File: config.mk
export PLATFORM = sky130hd
export DESIGN_NAME = cpu_mem_arbiter
export DESIGN_NICKNAME = d
export VERILOG_FILES = /design/src/rtl/cpu_mem_pkg.sv /design/src/rtl/cpu_mem_line_gather.sv /design/src/rtl/cpu_mem_arbiter.sv
export SDC_FILE = /design/constraint.sdc
export NUM_CORES = 2
export LEC_CHECK = 0
export BUFFER_PORTS_ARGS = -buffer_cell sky130_fd_sc_hd__buf_2
export CAP_MARGIN = 30
export CORE_AREA = 3 3 316 318
export DETAILED_ROUTE_END_ITERATION = 10
export DIE_AREA = 0 0 319 321
export SLEW_MARGIN = 0
export SYNTH_ARGS = -nofsm -noshare
export SYNTH_HDL_FRONTEND = slang
export SYNTH_SLANG_ARGS = --single-unit
File: constraint.sdc
create_clock -name clk -period 2.6 [get_ports clk]
set_input_delay 0.26 -clock clk [delete_from_list [all_inputs] [get_ports clk]]
set_output_delay 0.26 -clock clk [all_outputs]
set_load 0.02 [all_outputs]
File: src/rtl/cpu_mem_pkg.sv
// Shared types for the CPU data-memory arbiter: FSM states, requester ids and line width.
package cpu_mem_pkg;

    typedef enum logic {
        ARB_IDLE,
        ARB_BURST
    } arb_state_t;

    typedef enum logic [1:0] {
        REQ_NONE,
        REQ_CPU,
        REQ_EX,
        REQ_ACC
    } req_id_t;

    localparam int unsigned LINE_W = 512;

endpackage

File: src/rtl/cpu_mem_line_gather.sv
// Assembles accelerator burst beats into one line and pulses line_valid when the last beat lands.
module cpu_mem_line_gather
    import cpu_mem_pkg::*;
#(
    parameter int unsigned DATA_W    = 32,
    parameter int unsigned BURST_LEN = 16
) (
    input  logic              clk,
    input  logic              rst,
    input  logic              beat_valid,
    input  logic [DATA_W-1:0] beat_data,
    output logic [LINE_W-1:0] line_data,
    output logic              line_valid
);

    localparam int unsigned CNT_W = (BURST_LEN > 1) ? $clog2(BURST_LEN) : 1;

    logic [CNT_W-1:0]  cnt_q, cnt_d;
    logic [LINE_W-1:0] asm_q, asm_d;
    logic [LINE_W-1:0] line_q, line_d;
    logic              valid_q, valid_d;
    logic              last_beat;

    // The published line only changes on completion, so it stays stable while the next one fills.
    always_comb begin
        asm_d     = asm_q;
        cnt_d     = cnt_q;
        line_d    = line_q;
        valid_d   = 1'b0;
        last_beat = (cnt_q == CNT_W'(BURST_LEN - 1));
        if (beat_valid) begin
            asm_d[int'(cnt_q) * DATA_W +: DATA_W] = beat_data;
            if (last_beat) begin
                cnt_d   = '0;
                line_d  = asm_d;
                valid_d = 1'b1;
            end else begin
                cnt_d = cnt_q + CNT_W'(1);
            end
        end
    end

    always_ff @(posedge clk) begin
        if (rst) begin
            cnt_q   <= '0;
            asm_q   <= '0;
            line_q  <= '0;
            valid_q <= 1'b0;
        end else begin
            cnt_q   <= cnt_d;
            asm_q   <= asm_d;
            line_q  <= line_d;
            valid_q <= valid_d;
        end
    end

    assign line_data  = line_q;
    assign line_valid = valid_q;

endmodule

File: src/rtl/cpu_mem_arbiter.sv
// Single-port data-memory arbiter for CPU, host and hash accelerator, with starvation
// protection and 16-beat accelerator line reads.
module cpu_mem_arbiter
    import cpu_mem_pkg::*;
#(
    parameter int unsigned ADDR_W     = 16,
    parameter int unsigned DATA_W     = 32,
    parameter int unsigned BURST_LEN  = 16,
    parameter int unsigned STARVE_MAX = 8
) (
    input  logic              clk,
    input  logic              rst,
    input  logic              cpu_req,
    input  logic              cpu_wr,
    input  logic [ADDR_W-1:0] cpu_addr,
    input  logic [DATA_W-1:0] cpu_wdata,
    output logic              cpu_gnt,
    output logic              cpu_stall,
    output logic [DATA_W-1:0] cpu_rdata,
    input  logic              ex_req,
    input  logic              ex_wr,
    input  logic [ADDR_W-1:0] ex_addr,
    input  logic [DATA_W-1:0] ex_wdata,
    output logic              ex_gnt,
    output logic [DATA_W-1:0] ex_rd_data,
    output logic              ex_rd_valid,
    input  logic              acc_req,
    input  logic              acc_wr,
    input  logic [ADDR_W-1:0] acc_addr,
    input  logic [DATA_W-1:0] acc_wdata,
    output logic              acc_gnt,
    output logic [LINE_W-1:0] acc_rd_data,
    output logic              acc_rd_valid,
    output logic              mem_en,
    output logic              mem_wr,
    output logic [ADDR_W-1:0] mem_addr,
    output logic [DATA_W-1:0] mem_wdata,
    input  logic [DATA_W-1:0] mem_rdata
);

    localparam int unsigned BEAT_W   = $clog2(BURST_LEN);
    localparam int unsigned STARVE_W = $clog2(STARVE_MAX + 1);

    arb_state_t          state_q, state_d;
    req_id_t             gnt_id;
    req_id_t             owner_q, owner_d;
    logic [BEAT_W-1:0]   beat_q, beat_d;
    logic [ADDR_W-1:0]   acc_addr_q, acc_addr_d;
    logic [STARVE_W-1:0] ex_starve_q, ex_starve_d;
    logic [STARVE_W-1:0] acc_starve_q, acc_starve_d;
    logic [DATA_W-1:0]   ex_rd_data_q;
    logic                ex_force, acc_force;

    // Arbitration: a starved requester overrides the fixed cpu > ex > acc order.
    always_comb begin
        ex_force  = ex_req && (ex_starve_q == STARVE_W'(STARVE_MAX));
        acc_force = acc_req && (acc_starve_q == STARVE_W'(STARVE_MAX));
        gnt_id    = REQ_NONE;
        if (state_q == ARB_IDLE) begin
            if (ex_force) begin
                gnt_id = REQ_EX;
            end else if (acc_force) begin
                gnt_id = REQ_ACC;
            end else if (cpu_req) begin
                gnt_id = REQ_CPU;
            end else if (ex_req) begin
                gnt_id = REQ_EX;
            end else if (acc_req) begin
                gnt_id = REQ_ACC;
            end
        end
    end

    assign cpu_gnt   = (gnt_id == REQ_CPU);
    assign ex_gnt    = (gnt_id == REQ_EX);
    assign acc_gnt   = (gnt_id == REQ_ACC);
    assign cpu_stall = cpu_req & ~cpu_gnt;

    // Memory drive and FSM next state. The grant cycle of an accel read issues beat 0;
    // ARB_BURST issues the remaining beats from the captured base address.
    always_comb begin
        state_d    = state_q;
        beat_d     = beat_q;
        acc_addr_d = acc_addr_q;
        owner_d    = REQ_NONE;
        mem_en     = 1'b0;
        mem_wr     = 1'b0;
        mem_addr   = '0;
        mem_wdata  = '0;
        unique case (state_q)
            ARB_IDLE: begin
                unique case (gnt_id)
                    REQ_CPU: begin
                        mem_en    = 1'b1;
                        mem_wr    = cpu_wr;
                        mem_addr  = cpu_addr;
                        mem_wdata = cpu_wdata;
                    end
                    REQ_EX: begin
                        mem_en    = 1'b1;
                        mem_wr    = ex_wr;
                        mem_addr  = ex_addr;
                        mem_wdata = ex_wdata;
                    end
                    REQ_ACC: begin
                        mem_en    = 1'b1;
                        mem_wr    = acc_wr;
                        mem_addr  = acc_addr;
                        mem_wdata = acc_wdata;
                        if (!acc_wr) begin
                            state_d    = ARB_BURST;
                            beat_d     = BEAT_W'(1);
                            acc_addr_d = acc_addr;
                        end
                    end
                    default: ;
                endcase
                if (mem_en && !mem_wr) begin
                    owner_d = gnt_id;
                end
            end
            ARB_BURST: begin
                mem_en   = 1'b1;
                mem_addr = acc_addr_q + ADDR_W'(beat_q);
                owner_d  = REQ_ACC;
                if (beat_q == BEAT_W'(BURST_LEN - 1)) begin
                    state_d = ARB_IDLE;
                    beat_d  = '0;
                end else begin
                    beat_d = beat_q + BEAT_W'(1);
                end
            end
            default: state_d = ARB_IDLE;
        endcase
    end

    always_comb begin
        ex_starve_d = ex_starve_q;
        if (!ex_req || ex_gnt) begin
            ex_starve_d = '0;
        end else if (ex_starve_q != STARVE_W'(STARVE_MAX)) begin
            ex_starve_d = ex_starve_q + STARVE_W'(1);
        end

        acc_starve_d = acc_starve_q;
        if (!acc_req || acc_gnt) begin
            acc_starve_d = '0;
        end else if (acc_starve_q != STARVE_W'(STARVE_MAX)) begin
            acc_starve_d = acc_starve_q + STARVE_W'(1);
        end
    end

    always_ff @(posedge clk) begin
        if (rst) begin
            state_q      <= ARB_IDLE;
            owner_q      <= REQ_NONE;
            beat_q       <= '0;
            acc_addr_q   <= '0;
            ex_starve_q  <= '0;
            acc_starve_q <= '0;
            ex_rd_data_q <= '0;
        end else begin
            state_q      <= state_d;
            owner_q      <= owner_d;
            beat_q       <= beat_d;
            acc_addr_q   <= acc_addr_d;
            ex_starve_q  <= ex_starve_d;
            acc_starve_q <= acc_starve_d;
            ex_rd_data_q <= ex_rd_data;
        end
    end

    // Read return is steered by the owner tag registered alongside the issued read.
    assign cpu_rdata   = (owner_q == REQ_CPU) ? mem_rdata : '0;
    assign ex_rd_valid = (owner_q == REQ_EX);
    assign ex_rd_data  = ex_rd_valid ? mem_rdata : ex_rd_data_q;

    cpu_mem_line_gather #(
        .DATA_W    (DATA_W),
        .BURST_LEN (BURST_LEN)
    ) u_line_gather (
        .clk        (clk),
        .rst        (rst),
        .beat_valid (owner_q == REQ_ACC),
        .beat_data  (mem_rdata),
        .line_data  (acc_rd_data),
        .line_valid (acc_rd_valid)
    );

endmodule

==> out/results.env <==
MAXSLEWHEADROOM_PCT=28.05
SYNTH_TOP_CELLS_BY_AREA='dfxtp_1 52%, nand2_1 7.2%, a32oi_1 4.7%'
GLOBALROUTE.TOTALOVERFLOW=0
SYNTH.YOSYS.SEQ_AREA_SHARE_PCT=51.79
DRTPASS1ITERATIONS=7
PATH_MAX_FANOUT=4
R2R_SETUP_SLACK_NS=0.14
HOLDCRITSTARTPOINT='ex_wr'
ROUTED_VIA_DENSITY=5.843
RR_STARTPOINT='u_line_gather.cnt_q[1]'
SETUP_VIOL=51
SETUP_TNS_NS=-18.09
POST-ROUTE-MIN-PERIOD_NS=3.058
WORST_SETUP_PATH_START_KIND='register'
CLK-INSERTION-DELAY-LATE_NS=0.71
PERIOD_SHARE_PCT=117.6
COUNT_OF_VIAS_PLACED_BY_THE_DETAILED_ROUTER=40010
MOST_COMMON_CELL_AFTER_LAYOUT_FILL_AND_TAPS_ASIDE='dfxtp_1'
PATH_TYPE_OF_THE_WORST_SETUP_PATH='register to output port'
GRT_PASS1_VIAS=36160
CRIT_PATH_END='mem_wdata[16]'
FINALWORSTSETUPSLACK_NS=-0.4578
CRIT_ARRIVAL_NS=2.80
RSZ0062_AT_GRT='yes'
FINAL_GP_CONGESTION=0.9229
DRT_ITER0_MARKERS=4950
P_TOTAL_mW=35.69
SIMPLE_GATE_SHARE_OF_THE_SYNTHESIZED_AREA_PCT=15.47
DETAILED_ROUTE_WL_UM=174800
TIMING.REG2REG.WORST_PATH_DEPTH=8
CTS_TREE='done'
DIE_FOOTPRINT_UM2=102400
R2R-END='u_line_gather.line_data[242]'
GRT_PASS1_WL_UM=248800
FP.DIEH_UM=321
DETAILED_PLACE_HPWL_UM=114600
MAX_CLK_RATE_MHz=327.0
CTSLONGESTPATHBUFFERS=3
WORST_SETUP_SKEW_AFTER_LAYOUT_NS=0.02417
MAX-VDD-IR-DROP_uV=510.0
BUFFER_PORTS.INSERTED=815
SYNTH_AREA_PER_CELL_UM2=8.759
CORE.ROWCOUNT=114
HOLD_VIOL=0
POSTSYNTH.ASYNCRESETSHARE_PCT=0
POST_PLACE_CELL_AREA_UM2=47890
CRITICAL_PATH_REQUIRED_NS=2.34
INITIAL_CELL_DENSITY_OF_THE_CORE_PCT=43.58
GRTUSAGETOTAL_PCT=32.18
MAX_CAP_VIOLATIONS=0
TIGHTEST_PIN_TRANSITION_NS=1.079
YOSYS.AREA.TOP_TYPE_SHARE_PCT=51.79
SYNTH_SEQ_CELLS=1092
POST-PLACE-WS_NS=-0.06565
CTS-HTREE-LEVELS=3
CTS.SINK_COUNT=1092
DRC_ERRORS=0
SYNTH_MUX_AREA_SHARE_PCT=4.695
IOPINCOUNT=816
AREA_GROWTH_FROM_SYNTHESIS_TO_LAYOUT_PCT=25.95
SYNTH_XOR_XNOR_AREA_SHARE_PCT=0.5158
CRITPATHCAPTURETYPE='output port'
SYNTH-COMPOUND-AREA-SHARE_PCT=20.66
CLOCK-ROOT-BUFFER='clkbuf_16'
ANT_NETS=0
NUM-NETS-FINAL=5666
SYNTH_FA_HA_AREA_SHARE_PCT=0.4031
COMMONEST_NON_FILL_NON_TAP_CELLS_IN_THE_LAYOUT='1085 x dfxtp_1, 789 x nand2_1, 767 x buf_2, 331 x o21ai_0, 328 x a21oi_1'
YS_TYPES=57
DIE_W_UM=319
POST_ROUTE_CELLS_DRIVE_ABOVE_1_SHARE_PCT=24.40
MAXIMUM_NUMBER_OF_PINS_ON_ONE_NET_BEFORE_GLOBAL_ROUTE_REPAIR=195
ANTENNA_FOUND_INITIAL=31
COUNT_OF_SYNTHESIS_STAGE_WARNINGS_FROM_YOSYS=0
P_PER_AREA_nW_PER_UM2=671.2
TRITONCTS.NUM_BUFFERS=111
SYNTHFLOPTYPE='dfxtp_1'
POST_SYNTH_INSTANCE_AREA_UM2=42210
CLK_TRANSITION_REPORTED_PATHS_NS=0.06
POST_SYNTHESIS_CELLS=4819
FINALINSTANCEAREA_UM2=53170
SYNTHDOMINANTAREACELLTYPE='dfxtp_1'
MAPPEDNETLISTNETS=5016
P_LEAK_nW=22.79
CORE_AREA_UM2=96850
VIOLATED_CHECKS='negative setup slack'
ROUTE.DETAILED.WL_PER_INST_UM=25.52
COMBINATIONAL_FAMILY_WITH_THE_MOST_AREA_AFTER_SYNTHESIS='compound AO/OA/AOI/OAI gates'
MIN_PATH_TYPE='primary input to register'
NUMBER_OF_FLOPS_MAPPED_TO_ENABLE_CELLS_BY_YOSYS=0
CP-STARTPOINT='acc_starve_q[0]'
REPORT.FINAL.SLEW_VIOL_COUNT=0
STATUS='finished, violations left'
-- worst max-delay path, stage by stage (launching register included) --
cell and delay [ns]:
dfxtp_2 0.34, inv_2 0.04, ha_2 0.16, and3b_1 0.17
nand2b_4 0.14, a22oi_2 0.22, buf_6 0.15, buf_12 0.11
buf_4 0.11, buf_4 0.10, mux2i_2 0.07, o21ai_2 0.31
buf_6 0.18
-- layout make-up --
cell class | instances | area [um2]
Timing Repair Buffer | 1034 | 7004
Clock buffer | 176 | 3395
Clock inverter | 33 | 390.4
Fill cell | 8927 | 43680
Tap cell | 1276 | 1597
Inverter | 178 | 680.7
Sequential cell | 1092 | 21870
Multi-Input combinational cell | 3052 | 18210
Antenna cell | 7 | 17.52
-- logic make-up (layout without fill, tap and decap cells) --
kind of cell | count (synthesis) | count (layout)
AO/OA/AOI/OAI | 1375 | 1375
XOR/XNOR | 24 | 24
adder cells (fa/ha/maj) | 13 | 13
buffers and inverters | 675 | 1421
flip-flops | 1092 | 1092
multiplexers | 194 | 194
other | 0 | 7
AND/OR/NAND/NOR | 1446 | 1446
-- registers in the layout, indices dropped and copies added (netlist names), 2 cells and up --
signal	flops
u_line_gather.line_data	512
u_line_gather.cnt_q	4
owner_q	2
ex_rd_data_q	32
ex_starve_q	4
acc_starve_q	4
acc_addr_q	16
u_line_gather.asm_q	512
beat_q	4
-- synth_stat cells, types with 3 or more instances --
library cell / number
dfxtp_1: 1092
nand2_1: 806
o21ai_0: 367
clkbuf_1: 355
a21oi_1: 340
nand3_1: 311
a32oi_1: 225
o21ai_1: 221
inv_1: 176
mux2i_1: 162
a222oi_1: 160
buf_2: 102
and2_1: 100
nor2_1: 67
or3_1: 66
and3_1: 52
mux2_2: 32
a21o_1: 31
buf_1: 23
buf_4: 16
xnor2_1: 16
ha_1: 12
o221ai_1: 10
xor2_1: 7
nand2b_1: 6
nor3b_1: 6
nor2b_1: 5
nor3_1: 5
and4_1: 4
nand3b_1: 4
a221o_1: 3
nand4_1: 3
o211ai_1: 3
-- through the flow --
step                      hold WS [ns]  instances  util (%)
after floorplan                 0.3960       4819         -
after global routing           0.05843       6841     54.88
after detailed placement        0.4375       6570     49.45
after CTS                      0.01395       6825     54.38
final                          0.05298       6848     54.90
after global placement          0.4303       6566     49.36
-- layer usage --
| metal | part of all wire [%] | vias up | global-route usage [%] |
|---|---|---|---|
| met1 | 42 | 19420 | 43.50 |
| met3 | 10 | 265 | 8.614 |
| met4 | 3.6 | 20 | 10.86 |
| li1 | - | 18420 | - |
| met2 | 45 | 1884 | 49.90 |
| met5 | 0.093 | - | 0 |
-- worst min path at each step --
stage / endpoint / slack (ns) / depth (start not counted)
floorplan: acc_addr_q[0] / 0.40 / 2
global placement: u_line_gather.line_data[286] / 0.43 / 2
detailed placement: u_line_gather.line_data[262] / 0.44 / 2
CTS: owner_q[1] / 0.01 / 4
global route: owner_q[1] / 0.06 / 4
finish: owner_q[1] / 0.05 / 4
-- timing repair --
action	4_1_cts	5_1_grt
setup buffers	22	17
resized for setup	162	93
pin swaps	18	22
endpoints found under the hold margin	25	0
hold buffers	19	0
gates cloned	5	2
endpoints found under the setup margin	75	266
-- power breakdown --
group	internal [mW]	switching (mW)
Sequential	16.8	0.0224
Clock	9.55	6.86
Combinational	0.854	1.62
No activity file was read; power rests on OpenSTA's default activity.
